==> config.mk <==
export PLATFORM = sky130hd
export DESIGN_NAME = pipe_hazard_ctrl
export DESIGN_NICKNAME = d
export VERILOG_FILES = /design/src/rtl/pipe_hazard_ctrl.sv
export SDC_FILE = /design/constraint.sdc
export NUM_CORES = 1
export LEC_CHECK = 0
export ABC_AREA = 0
export CORE_ASPECT_RATIO = 1.5
export CORE_MARGIN = 2
export CORE_UTILIZATION = 28
export CTS_CLUSTER_SIZE = 12
export DETAILED_ROUTE_END_ITERATION = 10
export GPL_ROUTABILITY_DRIVEN = 0
export PLACE_DENSITY = 0.94
export SETUP_SLACK_MARGIN = 0.1
export SLEW_MARGIN = 10
export SYNTH_ARGS = -nofsm -noshare
export SYNTH_HDL_FRONTEND = slang
export SYNTH_SLANG_ARGS = --single-unit
==> constraint.sdc <==
create_clock -name clock_i -period 1.85 [get_ports clock_i]
set_input_delay 0.2775 -clock clock_i [delete_from_list [all_inputs] [get_ports clock_i]]
set_output_delay 0.2775 -clock clock_i [all_outputs]
set_load 0.01 [all_outputs]
==> src/rtl/pipe_hazard_ctrl.sv <==
// Central stall/flush controller for the 5-stage pipeline, with stale-fetch discard tracking.
// Optional perf counters (stall_cycles_o, flush_count_o) are built only with `define HAZARD_PERF_CNT_EN.
module pipe_hazard_ctrl #(
  parameter logic [31:0] EXC_VECTOR      = 32'hBFC00380,
  parameter int unsigned MAX_OUTSTANDING = 2
) (
  input  logic        clock_i,
  input  logic        reset_i,
  input  logic        if_stall_req_i,
  input  logic        id_stall_req_i,
  input  logic        ex_stall_req_i,
  input  logic        mem_stall_req_i,
  input  logic        exception_i,
  input  logic        eret_i,
  input  logic [31:0] epc_i,
  input  logic        inst_req_fire_i,
  input  logic        inst_rvalid_i,
  output logic [3:0]  stall_o,
  output logic        flush_o,
  output logic        redirect_o,
  output logic [31:0] new_pc_o,
  output logic        inst_discard_o,
  output logic        busy_o,
  output logic [31:0] stall_cycles_o,
  output logic [31:0] flush_count_o
);

  localparam int unsigned      CNT_W   = $clog2(MAX_OUTSTANDING + 1);
  localparam logic [CNT_W-1:0] CNT_MAX = CNT_W'(MAX_OUTSTANDING);
  localparam logic [CNT_W-1:0] CNT_ONE = CNT_W'(1);

  typedef enum logic {
    RUN,
    DISCARD
  } state_t;

  state_t           state, state_nxt;
  logic [CNT_W-1:0] outstanding, outstanding_nxt;
  logic [CNT_W-1:0] discard_cnt, discard_cnt_nxt;
  logic [3:0]       stall_req, stall_raw;

  always_comb begin
    stall_req = '0;
    if (mem_stall_req_i)     stall_req = 4'b1111;
    else if (ex_stall_req_i) stall_req = 4'b0111;
    else if (id_stall_req_i) stall_req = 4'b0011;
    else if (if_stall_req_i) stall_req = 4'b0001;
  end

  // Flush beats every hold so all registers clear; in DISCARD the PC stays parked.
  always_comb begin
    stall_raw = '0;
    if (!exception_i) begin
      stall_raw = stall_req | {3'b000, state == DISCARD};
    end
  end

  always_comb begin
    outstanding_nxt = outstanding;
    unique case ({inst_req_fire_i, inst_rvalid_i})
      2'b10:   if (outstanding != CNT_MAX) outstanding_nxt = outstanding + CNT_ONE;
      2'b01:   if (outstanding != '0)      outstanding_nxt = outstanding - CNT_ONE;
      default: outstanding_nxt = outstanding;
    endcase
  end

  // The discard reload (outstanding - rvalid + fire) is exactly the updated in-flight count.
  always_comb begin
    state_nxt       = state;
    discard_cnt_nxt = discard_cnt;
    unique case (state)
      RUN: begin
        if (exception_i) begin
          discard_cnt_nxt = outstanding_nxt;
          state_nxt       = (outstanding_nxt != '0) ? DISCARD : RUN;
        end
      end
      DISCARD: begin
        if (exception_i) begin
          discard_cnt_nxt = outstanding_nxt;
          state_nxt       = (outstanding_nxt != '0) ? DISCARD : RUN;
        end else if (inst_rvalid_i) begin
          discard_cnt_nxt = discard_cnt - CNT_ONE;
          if (discard_cnt == CNT_ONE) state_nxt = RUN;
        end
      end
      default: begin
        state_nxt       = RUN;
        discard_cnt_nxt = '0;
      end
    endcase
  end

  always_ff @(posedge clock_i or negedge reset_i) begin
    if (!reset_i) begin
      state       <= RUN;
      outstanding <= '0;
      discard_cnt <= '0;
    end else begin
      state       <= state_nxt;
      outstanding <= outstanding_nxt;
      discard_cnt <= discard_cnt_nxt;
    end
  end

  assign stall_o        = reset_i ? stall_raw : '0;
  assign flush_o        = reset_i & exception_i;
  assign redirect_o     = reset_i & exception_i;
  assign new_pc_o       = (reset_i && exception_i) ? (eret_i ? epc_i : EXC_VECTOR) : '0;
  assign inst_discard_o = (state == DISCARD) & inst_rvalid_i;
  assign busy_o         = (state == DISCARD);

`ifdef HAZARD_PERF_CNT_EN
  logic [31:0] stall_cycles_q, flush_count_q;

  always_ff @(posedge clock_i or negedge reset_i) begin
    if (!reset_i) begin
      stall_cycles_q <= '0;
      flush_count_q  <= '0;
    end else begin
      if (stall_raw != '0) stall_cycles_q <= stall_cycles_q + 32'd1;
      if (exception_i)     flush_count_q  <= flush_count_q + 32'd1;
    end
  end

  assign stall_cycles_o = stall_cycles_q;
  assign flush_count_o  = flush_count_q;
`else
  assign stall_cycles_o = '0;
  assign flush_count_o  = '0;
`endif

endmodule

[Yosys cells after proc, flatten, opt, wreduce, memory -nomap -nowiden]
Index checks and enable logic that the tools add are counted.
W data, S select, Z words.
Word-level totals
  memory bits (read-only): 0
  output and inout port bits: 104
  word-level logic and storage cells: 41
  memory bits (writable): 0
  latch bits: 0
  bits in registers: 5
  input port bits: 42
  memories: 0
Cells by class
  $add $sub $neg: 3
  divide/modulo/power cells: 0
  order comparisons: 0
  muxes and demuxes: 21
  eq/ne operators: 6
  reduce and logical (&&, ||, !) cells: 4
  bitwise operators: 4
  $mul: 0
  shifts and indexed selects: 0
Operators with widths (number)
  $mux W32: 2
  $mux W4: 4
  $mux W2: 6
  $pmux W2 S2: 2
  $mux W1: 6
  $eq A2 B1 Y1 const B: 2
  $ne A2 B2 Y1 const B: 2
  $or A4 B1 Y4: 1
  $reduce_bool A2 Y1: 2
  $sub A2 B1 Y2 const B: 2
  $ne A3 B3 Y1 const B: 1
  $add A2 B1 Y2 const B: 1
  $and A1 B1 Y1: 2
  $eq A2 B2 Y1 const B: 1
  $pmux W1 S2: 1
  $reduce_and A2 Y1: 1
  $logic_and A1 B1 Y1: 1
  $not A1 Y1: 1

[Logic depth before layout (Yosys ltp)]
Gate-level depths: netlist of the first run.
  word-level depth: 7
  depth in mapped cells: 5
  mapped depth without buffers: 5

[Worst setup path before layout of the first run]
No wires, ideal clock.
  path type: reg-to-reg
  start: register outstanding[0]
  end: register state, in the netlist busy_o
  stages on the path, launching flop included: 6
  required time: 1724 ps
  setup slack: 595 ps
  period minus slack after synthesis: 1255 ps
  arrival time: 1128 ps
  buffers on the path: 0
  cell sequence: dfrtp_1 inv_1 ha_1 a221oi_1 a21o_1 a31oi_1
On the way
  cells in the longest elaborated chain, start to end: 7
  elaborated cells on any way between the ends: 12
  classes of those cells: 2 x add/sub; 1 x eq/ne; 7 x mux; 2 x reduce/logical
RTL lines
  start, declared: RTL line 38  | logic [CNT_W-1:0] outstanding, outstanding_nxt;
  start signal, assigned: RTL line 101  | outstanding <= outstanding_nxt;
  $sub A2 B1 Y2 (tied with other cells): RTL line 62  | 2'b01: if (outstanding != '0) outstanding_nxt = outstanding - CNT_ONE;
  $mux W2 (on tied branches): RTL line 62, 61
  $pmux W2 S2 *: RTL line 60  | unique case ({inst_req_fire_i, inst_rvalid_i})
  $reduce_bool A2 Y1 *: RTL line 75, 81
  $mux W1 *: RTL line 75, 81
  $mux W1 (on tied branches): RTL line 79, 73
  $pmux W1 S2 *: RTL line 71  | unique case (state)
  net state_nxt: RTL line 37  | state_t state, state_nxt;
  end signal, assigned: RTL line 100  | state <= state_nxt;
  end, declared: RTL line 37
Mark *: on every way through the listed nets, which the timed path passes. The rest lies on a longest branch.
A chain may end at the register's enable or synchronous reset.

[Worst setup path in the final report of the first run]
  start: input epc_i[21]
  end: output new_pc_o[21]
On the way
  cells in the longest elaborated chain, start to end: 2
RTL lines
  start, declared: RTL line 15  | input logic [31:0] epc_i,
  $mux W32 (2 in series): RTL line 109  | assign new_pc_o = (reset_i && exception_i) ? (eret_i ? epc_i : EXC_VECTOR) : '0;
  end, declared: RTL line 21  | output logic [31:0] new_pc_o,
No other way between the ends.

==> results of run 1 <==
cell usage in the layout (no fill, tap or decap):
| cell type | netlist | layout |
|---|---|---|
| sky130_fd_sc_hd__conb_1 | 1 | 64 |
| sky130_fd_sc_hd__clkdlybuf4s50_1 | 0 | 60 |
| sky130_fd_sc_hd__inv_1 | 22 | 22 |
| sky130_fd_sc_hd__and2_1 | 20 | 20 |
| sky130_fd_sc_hd__dlygate4sd2_1 | 0 | 17 |
| sky130_fd_sc_hd__a21oi_1 | 15 | 15 |
| sky130_fd_sc_hd__ha_1 | 6 | 6 |
| sky130_fd_sc_hd__nor2_1 | 5 | 5 |
| sky130_fd_sc_hd__dfrtp_1 | 5 | 5 |
| sky130_fd_sc_hd__nand2_1 | 4 | 4 |
| sky130_fd_sc_hd__buf_4 | 65 | 4 |
| sky130_fd_sc_hd__and3_4 | 1 | 3 |
| sky130_fd_sc_hd__clkbuf_8 | 0 | 3 |
| sky130_fd_sc_hd__buf_2 | 2 | 3 |
| sky130_fd_sc_hd__nand2b_1 | 2 | 2 |
| sky130_fd_sc_hd__nor3_2 | 0 | 1 |
| sky130_fd_sc_hd__a221o_1 | 1 | 1 |
| sky130_fd_sc_hd__a221oi_1 | 1 | 1 |
| sky130_fd_sc_hd__a21o_1 | 1 | 1 |
| sky130_fd_sc_hd__a31oi_1 | 1 | 1 |
| sky130_fd_sc_hd__xor2_1 | 1 | 1 |
| sky130_fd_sc_hd__nand3_1 | 1 | 1 |
| sky130_fd_sc_hd__o21ai_0 | 1 | 1 |
| sky130_fd_sc_hd__and3_1 | 1 | 1 |
| sky130_fd_sc_hd__a211oi_1 | 1 | 1 |
| sky130_fd_sc_hd__clkbuf_1 | 0 | 1 |
| sky130_fd_sc_hd__and3_2 | 0 | 1 |
| sky130_fd_sc_hd__dlymetal6s2s_1 | 0 | 1 |
| sky130_fd_sc_hd__buf_12 | 0 | 1 |
registers in the layout, indices dropped and copies added (netlist names):
name and cells:
discard_cnt 2, busy_o 1, outstanding 2
per-layer routing:
| metal | vias to the layer above | global-route usage |
|---|---|---|
| met1 | 499 | 0.1087 |
| met3 | 2 | 0.02804 |
| met4 | 0 | 0.03571 |
| met5 | - | 0 |
| met2 | 94 | 0.2741 |
| li1 | 539 | - |
report_power, final:
group          switching (mW)  internal, mW
clock network          0.0516         0.148
logic                   0.198         0.200
registers              0.0221         0.137
worst max-delay path: cells and delay by family:
family        cells  cell delay, ps
buf+inv           2            1000
simple gates      1             120
stage by stage:
stage | hold WS, ps | total power [mW]
6_report | 57.79 | 0.7559
5_1_grt | 81.28 | 0.8197
4_1_cts | 149.9 | 0.7650
3_5_place_dp | 538.7 | 0.5661
3_3_place_gp | 532.9 | 0.5513
2_1_floorplan | -18.09 | 0.4568
cells in the mapped netlist, types with 2 or more instances:
library cell	count	area (sq um)
sky130_fd_sc_hd__buf_4	65	488.0
sky130_fd_sc_hd__inv_1	22	82.58
sky130_fd_sc_hd__and2_1	20	125.1
sky130_fd_sc_hd__a21oi_1	15	75.07
sky130_fd_sc_hd__ha_1	6	75.07
sky130_fd_sc_hd__dfrtp_1	5	125.1
sky130_fd_sc_hd__nor2_1	5	18.77
sky130_fd_sc_hd__nand2_1	4	15.01
sky130_fd_sc_hd__buf_6	3	33.78
sky130_fd_sc_hd__buf_2	2	10.01
sky130_fd_sc_hd__nand2b_1	2	12.51
what timing repair did:
action,4_1_cts,5_1_grt
pin swaps,2,2
cloned,2,1
setup endpoints to repair,39,22
resized for setup,28,8
logic make-up after synthesis:
kind of cell / Yosys count
flip-flops: 5
AO/OA/AOI/OAI: 21
XOR/XNOR: 1
buffers and inverters: 92
other: 1
AND/OR/NAND/NOR: 35
adder cells (fa/ha/maj): 6
layout make-up:
| cell class | instances | area (sq um) |
|---|---|---|
| Clock buffer | 4 | 45.04 |
| Fill cell | 402 | 2110 |
| Sequential cell | 5 | 125.1 |
| Inverter | 22 | 82.58 |
| Multi-Input combinational cell | 130 | 678.2 |
| Timing Repair Buffer | 86 | 827.0 |
| Tap cell | 45 | 56.30 |
worst max-delay path by stage:
stage	end	slack (ps)	depth (start not counted)
6_report	new_pc_o[21]	180	3
5_1_grt	new_pc_o[4]	130	3
4_1_cts	new_pc_o[3]	100	4
3_5_place_dp	new_pc_o[3]	-260	4
3_3_place_gp	new_pc_o[3]	-210	4
2_1_floorplan	busy_o$_DFF_PN0_	600	5
==> impl_metrics.sql, run 1 <==
INSERT INTO impl_metrics (metric_group, metric, value, unit) VALUES
('route', 'dr_wl_met2', '1.887', 'mm'),
('setup_path', 'standard_cell_with_the_maximum_stage_delay_on_the_critical_path', 'sky130_fd_sc_hd__clkdlybuf4s50_1', ''),
('logic_synthesis', 'yosysSeqAreaShare', '0.1092', ''),
('route', 'highest-signal-layer', 'met4', ''),
('die', 'boundaryPins', '146', ''),
('timing', 'final.min_clock_period', '1675', 'ps'),
('power', 'cellPowerDensity', '416.7', 'nW/um^2'),
('die', 'die_outline_area', '4631', 'sq um'),
('cells_and_area', 'antenna_cells_inserted', '0', ''),
('setup_path', 'reg2regPathDepth', '5', ''),
('global_route', 'grt_antenna_before_repair', '0', ''),
('logic_synthesis', 'avg_inst_size_synth', '7.119', 'sq um'),
('timing', 'achievable-frequency', '597.0', 'MHz'),
('placement', 'io_buffers', '81', ''),
('setup_path', 'crit_chain', 'clkdlybuf4s50_1, and2_1, clkdlybuf4s50_1', ''),
('logic_synthesis', 'synth-edff-count', '0', ''),
('route', 'detail_route.first_pass.iterations', '2', ''),
('cells_and_area', 'fin_nets', '296', ''),
('route', 'vias', '1134', ''),
('clock_network', 'cts.root.buffer_cell', 'sky130_fd_sc_hd__clkbuf_8', ''),
('logic_synthesis', 'dominant_combinational_cell_family_by_area_after_synthesis', 'buffers and inverters', ''),
('timing', 'setup_viol', '0', ''),
('route', 'wl_met1', '976', 'um'),
('logic_synthesis', 'ys_dominant_reg_cell', 'sky130_fd_sc_hd__dfrtp_1', ''),
('setup_path', 'timing_worst_setup_path_type', 'in2out', ''),
('setup_path', 'maximum_cell_stage_delay_along_the_critical_path', '520', 'ps'),
('timing', 'finalSetupTns', '0', 'ps'),
('route', 'detail_route.drc_violations', '0', ''),
('placement', 'postPlaceCellArea', '1768', 'sq um'),
('placement', 'placement.setup.worst_slack', '-261.1', 'ps'),
('logic_synthesis', 'synth-adder-area-share', '0.06550', ''),
('die', 'initial_core_utilization', '0.2921', ''),
('clock_network', 'clk-insertion-delay-late', '220', 'ps'),
('route', 'route.detailed.vias_per_inst', '3.884', ''),
('setup_path', 'startpoint', 'epc_i[21]', ''),
('timing', 'grt_setup_unrepaired', 'false', ''),
('power', 'peakVddDrop', '411.2', 'uV'),
('setup_path', 'crit_top_cell', 'sky130_fd_sc_hd__clkdlybuf4s50_1', ''),
('setup_path', 'worstReg2RegEnd', 'busy_o$_DFF_PN0_', ''),
('setup_path', 'critical_path_peak_fanout', '1', ''),
('setup_path', 'crit_path_end_kind', 'output port', ''),
('setup_path', 'worst_setup_path_start_kind', 'input pin', ''),
('logic_synthesis', 'asyncSetResetFlopFracSynth', '1.000', ''),
('cells_and_area', 'postLayoutCoreUtil', '0.4624', ''),
('die', 'die_h', '82.36', 'um'),
('cells_and_area', 'syn2layout_area_growth', '58.30', '%'),
('clock_network', 'numClockSinks', '5', ''),
('global_route', 'grtUsageTotal', '0.1247', ''),
('logic_synthesis', 'synth_compound_area_frac', '0.1048', ''),
('timing', 'fin_skew', '0.6922', 'ps'),
('logic_synthesis', 'netlist-cell-type-count', '23', ''),
('global_route', 'first_pass_grt_wire_length', '4.547', 'mm'),
('route', 'final_antenna_net_count', '0', ''),
('setup_path', 'reg2reg_from', 'outstanding[1]$_DFF_PN0_', ''),
('timing', 'period_share', '0.9054', ''),
('outcome', 'outcome', 'completed', ''),
('logic_synthesis', 'synthesis.yosys.warnings', '0', ''),
('logic_synthesis', 'netlist_area', '1146', 'sq um'),
('timing', 'finalHoldViolCount', '0', ''),
('clock_network', 'cts_clk_pin_slew_worst_paths', '30', 'ps'),
('timing', 'drv_slew', '0', ''),
('setup_path', 'critPathRequiredTime', '1570', 'ps'),
('setup_path', 'crit_arrival', '1400', 'ps'),
('logic_synthesis', 'synthXorXnorAreaFrac', '0.007642', ''),
('route', 'totalWireLength', '3.224', 'mm'),
('global_route', 'remaining_overflow_grt', '0', ''),
('logic_synthesis', 'yosys.area_share.simple', '0.1736', ''),
('logic_synthesis', 'synthMuxAreaShare', '0', ''),
('global_route', 'pin_count_of_the_biggest_net_entering_global_routing', '14', ''),
('clock_network', 'cts_inserted_buffers', '3', ''),
('cells_and_area', 'post-route-cell-area', '1814', 'sq um');
(Power assumes the default switching activity.)
==> run 2, diff against run 1 <==
--- a/config.mk
+++ b/config.mk
@@ -13,7 +13,7 @@
 export DETAILED_ROUTE_END_ITERATION = 10
 export GPL_ROUTABILITY_DRIVEN = 0
 export PLACE_DENSITY = 0.94
-export SETUP_SLACK_MARGIN = 0.1
+export SETUP_SLACK_MARGIN = 0.5
 export SLEW_MARGIN = 10
 export SYNTH_ARGS = -nofsm -noshare
 export SYNTH_HDL_FRONTEND = slang
==> impl_metrics.sql, run 2 (synthesis gave the netlist of run 1 again) <==
INSERT INTO impl_metrics (metric_group, metric, value, unit) VALUES
('outcome', 'outcome', 'completed', ''),
('route', 'final_antenna_net_count', '0', ''),
('clock_network', 'cts-hold-fix-buffers', '0', ''),
('timing', 'achievable-frequency', '748.2', 'MHz'),
('power', 'cellPowerDensity', '445.7', 'nW/um^2'),
('setup_path', 'maximum_cell_stage_delay_along_the_critical_path', '260', 'ps'),
('route', 'detail_route.first_pass.iterations', '2', ''),
('placement', 'postPlaceCellArea', '1768', 'sq um'),
('cells_and_area', 'nFillCells', '421', ''),
('global_route', 'first_pass_grt_wire_length', '4.685', 'mm'),
('cells_and_area', 'antenna_cells_inserted', '0', ''),
('timing', 'setup_viol', '0', ''),
('placement', 'place.detailed.instances', '285', ''),
('clock_network', 'cts_tree', 'done', ''),
('die', 'initial_core_utilization', '0.2921', ''),
('run', 'drv_cap', '0', ''),
('die', 'core_region_area', '3924', 'sq um'),
('timing', 'fin_skew', '0.6901', 'ps'),
('die', 'die_outline_area', '4631', 'sq um'),
('route', 'route.detailed.vias_per_inst', '3.918', ''),
('die', 'dieWidth', '56.24', 'um'),
('global_route', 'number_of_global_route_vias_before_repair', '1009', ''),
('route', 'totalWireLength', '3.434', 'mm'),
('clock_network', 'numClockSinks', '5', ''),
('route', 'detail_route.drc_violations', '0', ''),
('setup_path', 'crit_arrival', '1060', 'ps'),
('route', 'vias', '1152', ''),
('clock_network', 'clk-insertion-delay-late', '220', 'ps'),
('global_route', 'grt_antenna_before_repair', '0', ''),
('route', 'detail_route.iter0.violations', '27', ''),
('timing', 'period_share', '0.7225', ''),
('timing', 'grt_setup_unrepaired', 'true', ''),
('cells_and_area', 'finish.cell_count_without_fillers', '294', ''),
('timing', 'final.min_clock_period', '1337', 'ps'),
('cells_and_area', 'most-common-layout-cells', 'sky130_fd_sc_hd__conb_1, sky130_fd_sc_hd__clkdlybuf4s50_1, sky130_fd_sc_hd__buf_2', ''),
('clock_network', 'cts_clk_pin_slew_worst_paths', '30', 'ps'),
('timing', 'hold-worst-slack', '24.43', 'ps'),
('setup_path', 'standard_cell_with_the_maximum_stage_delay_on_the_critical_path', 'sky130_fd_sc_hd__dlygate4sd2_1', ''),
('cells_and_area', 'fin_nets', '298', ''),
('setup_path', 'timing_worst_setup_path_type', 'in2out', ''),
('setup_path', 'critPathRequiredTime', '1570', 'ps'),
('power', 'peakVddDrop', '430.9', 'uV'),
('global_route', 'grtUsageTotal', '0.1290', ''),
('clock_network', 'htreeDepth', '1', ''),
('cells_and_area', 'syn2layout_area_growth', '52.84', '%'),
('clock_network', 'cts.path.max_buffers', '2', ''),
('setup_path', 'critical_path_peak_fanout', '2', ''),
('die', 'boundaryPins', '146', ''),
('hold_path', 'holdCritPathClass', 'in2async', ''),
('setup_path', 'crit_path_end_kind', 'output port', ''),
('placement', 'io_buffers', '81', ''),
('setup_path', 'worst_setup_path_start_kind', 'input pin', ''),
('timing', 'drv_slew', '0', ''),
('die', 'rows', '28', ''),
('global_route', 'remaining_overflow_grt', '0', ''),
('global_route', 'pin_count_of_the_biggest_net_entering_global_routing', '14', ''),
('power', 'power_leakage', '1.046', 'nW'),
('setup_path', 'crit_chain', 'dlygate4sd2_1, nor3_2, nor2_1, clkdlybuf4s15_1', ''),
('cells_and_area', 'post-route-cell-area', '1752', 'sq um'),
('clock_network', 'cts_inserted_buffers', '3', ''),
('placement', 'place_hpwl', '2.671', 'mm'),
('clock_network', 'cts.root.buffer_cell', 'sky130_fd_sc_hd__clkbuf_8', ''),
('cells_and_area', 'postLayoutCoreUtil', '0.4464', ''),
('cells_and_area', 'layout-drive-gt1-share', '0.2731', ''),
('cells_and_area', 'mostFrequentLayoutCell', 'sky130_fd_sc_hd__conb_1', ''),
('route', 'avgRoutedWirePerCell', '11.68', 'um'),
('timing', 'finalHoldViolCount', '0', ''),
('power', 'design_power_total', '780.8', 'uW'),
('die', 'die_h', '82.36', 'um');
run 2: cell types whose count changed in the layout (fill, tap and decap cells not counted), sizes merged:
cell and change:
dlymetal6s2s +1, dlygate4sd2 -8, clkdlybuf4s15 +3, buf +27
clkdlybuf4s50 -29, clkbuf +8
run 2: path summary, 6_finish.rpt:
| check | startpoint | end | slack, ps | depth (start not counted) |
|---|---|---|---|---|
| setup / recovery | ex_stall_req_i | stall_o[1] | 510 | 4 |
| hold reg to reg | discard_cnt[1]$_DFFE_PN0P_ | discard_cnt[1]$_DFFE_PN0P_ | 540 | 2 |
| max in group asynchronous | reset_i | discard_cnt[1]$_DFFE_PN0P_ | 1720 | 2 |
| min in group clock_i | exception_i | discard_cnt[1]$_DFFE_PN0P_ | 450 | 3 |
| setup reg to reg | outstanding[1]$_DFF_PN0_ | busy_o$_DFF_PN0_ | 560 | 5 |
| hold / removal | reset_i | outstanding[0]$_DFF_PN0_ | 20 | 2 |
run 2: what timing repair did:
action,CTS,global route
cloned,3,0
resized for setup,145,34
hold endpoints to repair,0,0
buffers inserted,1,1
setup endpoints to repair,45,31
pin swaps,5,13
run 2: worst max-delay path: cells and delay by family:
family / cells / cell delay, ps
AND/OR/NAND/NOR: 2 / 290
buffers and inverters: 2 / 490
run 2: cell type report:
type	instances	area [sq um]	share of cell area
multi-input combinational	130	744.5	0.4250
timing repair buffer	88	698.2	0.3986
sequential	5	125.1	0.07143
inverter	22	82.58	0.04714
tap	45	56.30	0.03214
clock buffer	4	45.04	0.02571
run 2: report_power, final:
part	switching, mW	internal, mW	total (mW)
clock network	0.0513	0.148	0.199
registers	0.0229	0.137	0.160
logic	0.220	0.202	0.422
run 2: through the flow:
step           setup TNS, ps  setup slack, ps
5_1_grt                    0            462.6
2_1_floorplan              0            595.3
3_5_place_dp           -7082           -261.1
6_report                   0            513.4
4_1_cts                    0            435.1
3_3_place_gp           -5756           -207.9
run 2: per-layer routing:
metal / vias to the layer above / routed length, um / GRT usage
met5: - / 0 / 0
met3: 2 / 353 / 0.02960
li1: 542 / - / -
met2: 94 / 1992 / 0.2824
met4: 0 / 17 / 0.03571
met1: 514 / 1070 / 0.1134
==> run 3, diff against run 2 <==
--- a/config.mk
+++ b/config.mk
@@ -8,11 +8,11 @@
 export ABC_AREA = 0
 export CORE_ASPECT_RATIO = 1.5
 export CORE_MARGIN = 2
-export CORE_UTILIZATION = 28
+export CORE_UTILIZATION = 23
 export CTS_CLUSTER_SIZE = 12
 export DETAILED_ROUTE_END_ITERATION = 10
 export GPL_ROUTABILITY_DRIVEN = 0
-export PLACE_DENSITY = 0.94
+export PLACE_DENSITY = 0.84
 export SETUP_SLACK_MARGIN = 0.5
 export SLEW_MARGIN = 10
 export SYNTH_ARGS = -nofsm -noshare
==> constraint.sdc (replaced) <==
create_clock -name clock_i -period 1.2 [get_ports clock_i]
set_input_delay 0.18 -clock clock_i [delete_from_list [all_inputs] [get_ports clock_i]]
set_output_delay 0.18 -clock clock_i [all_outputs]
set_load 0.01 [all_outputs]
==> impl_metrics.sql, run 3 (synthesis gave the netlist of run 1 again) <==
INSERT INTO impl_metrics (metric_group, metric, value, unit) VALUES
('route', 'detail_route.first_pass.iterations', '4', ''),
('cells_and_area', 'antenna_cells_inserted', '0', ''),
('power', 'clock_power_share', '0.206', ''),
('power', 'total_switching_power', '589.7', 'uW'),
('setup_path', 'crit_arrival', '1410', 'ps'),
('setup_path', 'crit_chain', 'inv_2, ha_1, a221o_1, nand2_2, a31oi_1', ''),
('power', 'power_leakage', '1.324', 'nW'),
('clock_network', 'cts.path.max_buffers', '2', ''),
('timing', 'achievable-frequency', '755.5', 'MHz'),
('placement', 'io_buffers', '81', ''),
('timing', 'hold-worst-slack', '410.3', 'ps'),
('die', 'die_outline_area', '5575', 'sq um'),
('run', 'drv_cap', '0', ''),
('outcome', 'outcome', 'complete, but fails checks', ''),
('global_route', 'pin_count_of_the_biggest_net_entering_global_routing', '13', ''),
('global_route', 'first_pass_grt_wire_length', '5.437', 'mm'),
('setup_path', 'critical_path_peak_fanout', '2', ''),
('cells_and_area', 'layout-drive-gt1-share', '0.5451', ''),
('timing', 'drv_slew', '0', ''),
('global_route', 'number_of_global_route_vias_before_repair', '1163', ''),
('die', 'boundaryPins', '146', ''),
('setup_path', 'maximum_cell_stage_delay_along_the_critical_path', '370', 'ps'),
('die', 'dieWidth', '61.64', 'um'),
('global_route', 'grt_antenna_before_repair', '0', ''),
('power', 'seq_power_share', '0.170', ''),
('power', 'p_sw_frac', '0.3807', ''),
('setup_path', 'timing_worst_setup_path_type', 'reg2reg', ''),
('setup_path', 'crit_path_end_kind', 'register', ''),
('placement', 'postPlaceCellArea', '2102', 'sq um'),
('power', 'share_comb_of_total_power', '0.624', ''),
('setup_path', 'critPathRequiredTime', '1290', 'ps'),
('route', 'totalWireLength', '3.843', 'mm'),
('power', 'internal_power', '959.1', 'uW'),
('hold_path', 'holdCritPathClass', 'in2reg', ''),
('clock_network', 'htreeDepth', '1', ''),
('cells_and_area', 'most-common-layout-cells', 'sky130_fd_sc_hd__conb_1, sky130_fd_sc_hd__buf_6, sky130_fd_sc_hd__dlygate4sd2_1', ''),
('route', 'detail_route.drc_violations', '0', ''),
('setup_path', 'crit_family', 'compound AO/OA/AOI/OAI gates', ''),
('cells_and_area', 'mostFrequentLayoutCell', 'sky130_fd_sc_hd__conb_1', ''),
('placement', 'place_hpwl', '2.694', 'mm'),
('global_route', 'remaining_overflow_grt', '0', ''),
('clock_network', 'numClockSinks', '5', ''),
('timing', 'timing.final.ws_setup', '-123.7', 'ps'),
('timing', 'setup_viol', '5', ''),
('clock_network', 'cts_tree', 'done', ''),
('timing', 'final.min_clock_period', '1324', 'ps'),
('power', 'cellPowerDensity', '614.9', 'nW/um^2'),
('clock_network', 'clk-insertion-delay-late', '230', 'ps'),
('route', 'vias', '1287', ''),
('route', 'detail_route.iter0.violations', '16', ''),
('clock_network', 'cts.root.buffer_cell', 'sky130_fd_sc_hd__clkbuf_8', ''),
('timing', 'period_share', '1.103', ''),
('outcome', 'failed_checks', 'negative setup slack', ''),
('clock_network', 'cts_inserted_buffers', '3', ''),
('cells_and_area', 'postLayoutCoreUtil', '0.5237', ''),
('setup_path', 'combined_buffer_and_inverter_count_along_the_critical_path', '1', ''),
('route', 'route.detailed.vias_per_inst', '3.752', ''),
('die', 'core_region_area', '4810', 'sq um'),
('die', 'rows', '31', ''),
('timing', 'fin_skew', '6.300', 'ps'),
('global_route', 'grtUsageTotal', '0.1284', ''),
('cells_and_area', 'syn2layout_area_growth', '119.8', '%'),
('timing', 'grt_setup_unrepaired', 'true', ''),
('power', 'peakVddDrop', '792.7', 'uV'),
('timing', 'finalHoldViolCount', '0', ''),
('die', 'die_h', '90.46', 'um'),
('power', 'design_power_total', '1.549', 'mW'),
('route', 'final_antenna_net_count', '0', ''),
('setup_path', 'worst_setup_path_start_kind', 'register', ''),
('cells_and_area', 'fin_nets', '326', ''),
('die', 'initial_core_utilization', '0.2383', ''),
('route', 'avgRoutedWirePerCell', '11.20', 'um'),
('clock_network', 'cts_clk_pin_slew_worst_paths', '40', 'ps'),
('cells_and_area', 'post-route-cell-area', '2519', 'sq um'),
('setup_path', 'standard_cell_with_the_maximum_stage_delay_on_the_critical_path', 'sky130_fd_sc_hd__dfrtp_1', '');
==> run 3: cell types whose count changed in the layout (fill, tap and decap cells not counted), sizes merged, moves of 3 or more <==
cell	before	now
clkdlybuf4s15	3	0
dlygate4sd2	9	31
clkdlybuf4s50	31	4
buf	35	79
clkbuf	12	4
==> run 3: final timing paths <==
kind,from,end,slack (ps),cells after the start
max,outstanding[0]$_DFF_PN0_,busy_o$_DFF_PN0_,-120,5
min,exception_i,discard_cnt[1]$_DFFE_PN0P_,410,4
min reg2reg,discard_cnt[1]$_DFFE_PN0P_,discard_cnt[1]$_DFFE_PN0P_,560,2
max reg2reg,outstanding[0]$_DFF_PN0_,busy_o$_DFF_PN0_,-120,5
max in group asynchronous,reset_i,outstanding[1]$_DFF_PN0_,580,3
min in group asynchronous,reset_i,discard_cnt[1]$_DFFE_PN0P_,440,3
==> run 3: tightest hold or removal path: stages <==
cell and delay [ps]:
sky130_fd_sc_hd__buf_8 80, sky130_fd_sc_hd__buf_6 110, sky130_fd_sc_hd__buf_4 140, sky130_fd_sc_hd__a21oi_1 70
==> run 3: final cells by class <==
class	count	area, sq um
multi-input cells	130	968.4
inverters	22	95.09
well taps	66	82.58
repair buffers	116	1201
flip-flops and latches	5	126.4
clock buffers	4	45.04
fillers	464	2291
==> run 3: power by group through the flow <==
stage | Sequential (mW) | Clock (mW) | Combinational (mW)
after CTS | 0.258 | 0.324 | 0.895
after floorplan | 0.245 | 0 | 0.560
after detailed placement | 0.254 | 0 | 0.767
after global routing | 0.270 | 0.339 | 1.05
final | 0.263 | 0.318 | 0.967
after global placement | 0.248 | 0 | 0.745
==> run 3: routing by layer <==
metal / global-route usage / wire (um) / up-vias
met5: 0 / 0 / -
met4: 0.05142 / 64 / 0
met3: 0.01146 / 393 / 8
met2: 0.2491 / 2178 / 91
met1: 0.1277 / 1206 / 583
li1: - / - / 605
==> run 3: metrics by stage <==
step / instances / setup slack (ps) / TNS, ps
2_1_floorplan: 224 / -7.761 / -9.772
3_3_place_gp: 316 / -700.3 / -27720
3_5_place_dp: 316 / -738.5 / -28820
4_1_cts: 339 / -84.18 / -214.0
5_1_grt: 343 / -156.9 / -546.1
6_report: 343 / -123.7 / -308.8
==> run 3: repair_timing <==
action	4_1_cts	5_1_grt
endpoints found under the hold margin	5	0
cloned	4	0
resized for setup	295	16
setup endpoints to repair	45	45
pin swaps	27	22
buffers inserted	13	4
hold buffers	2	0
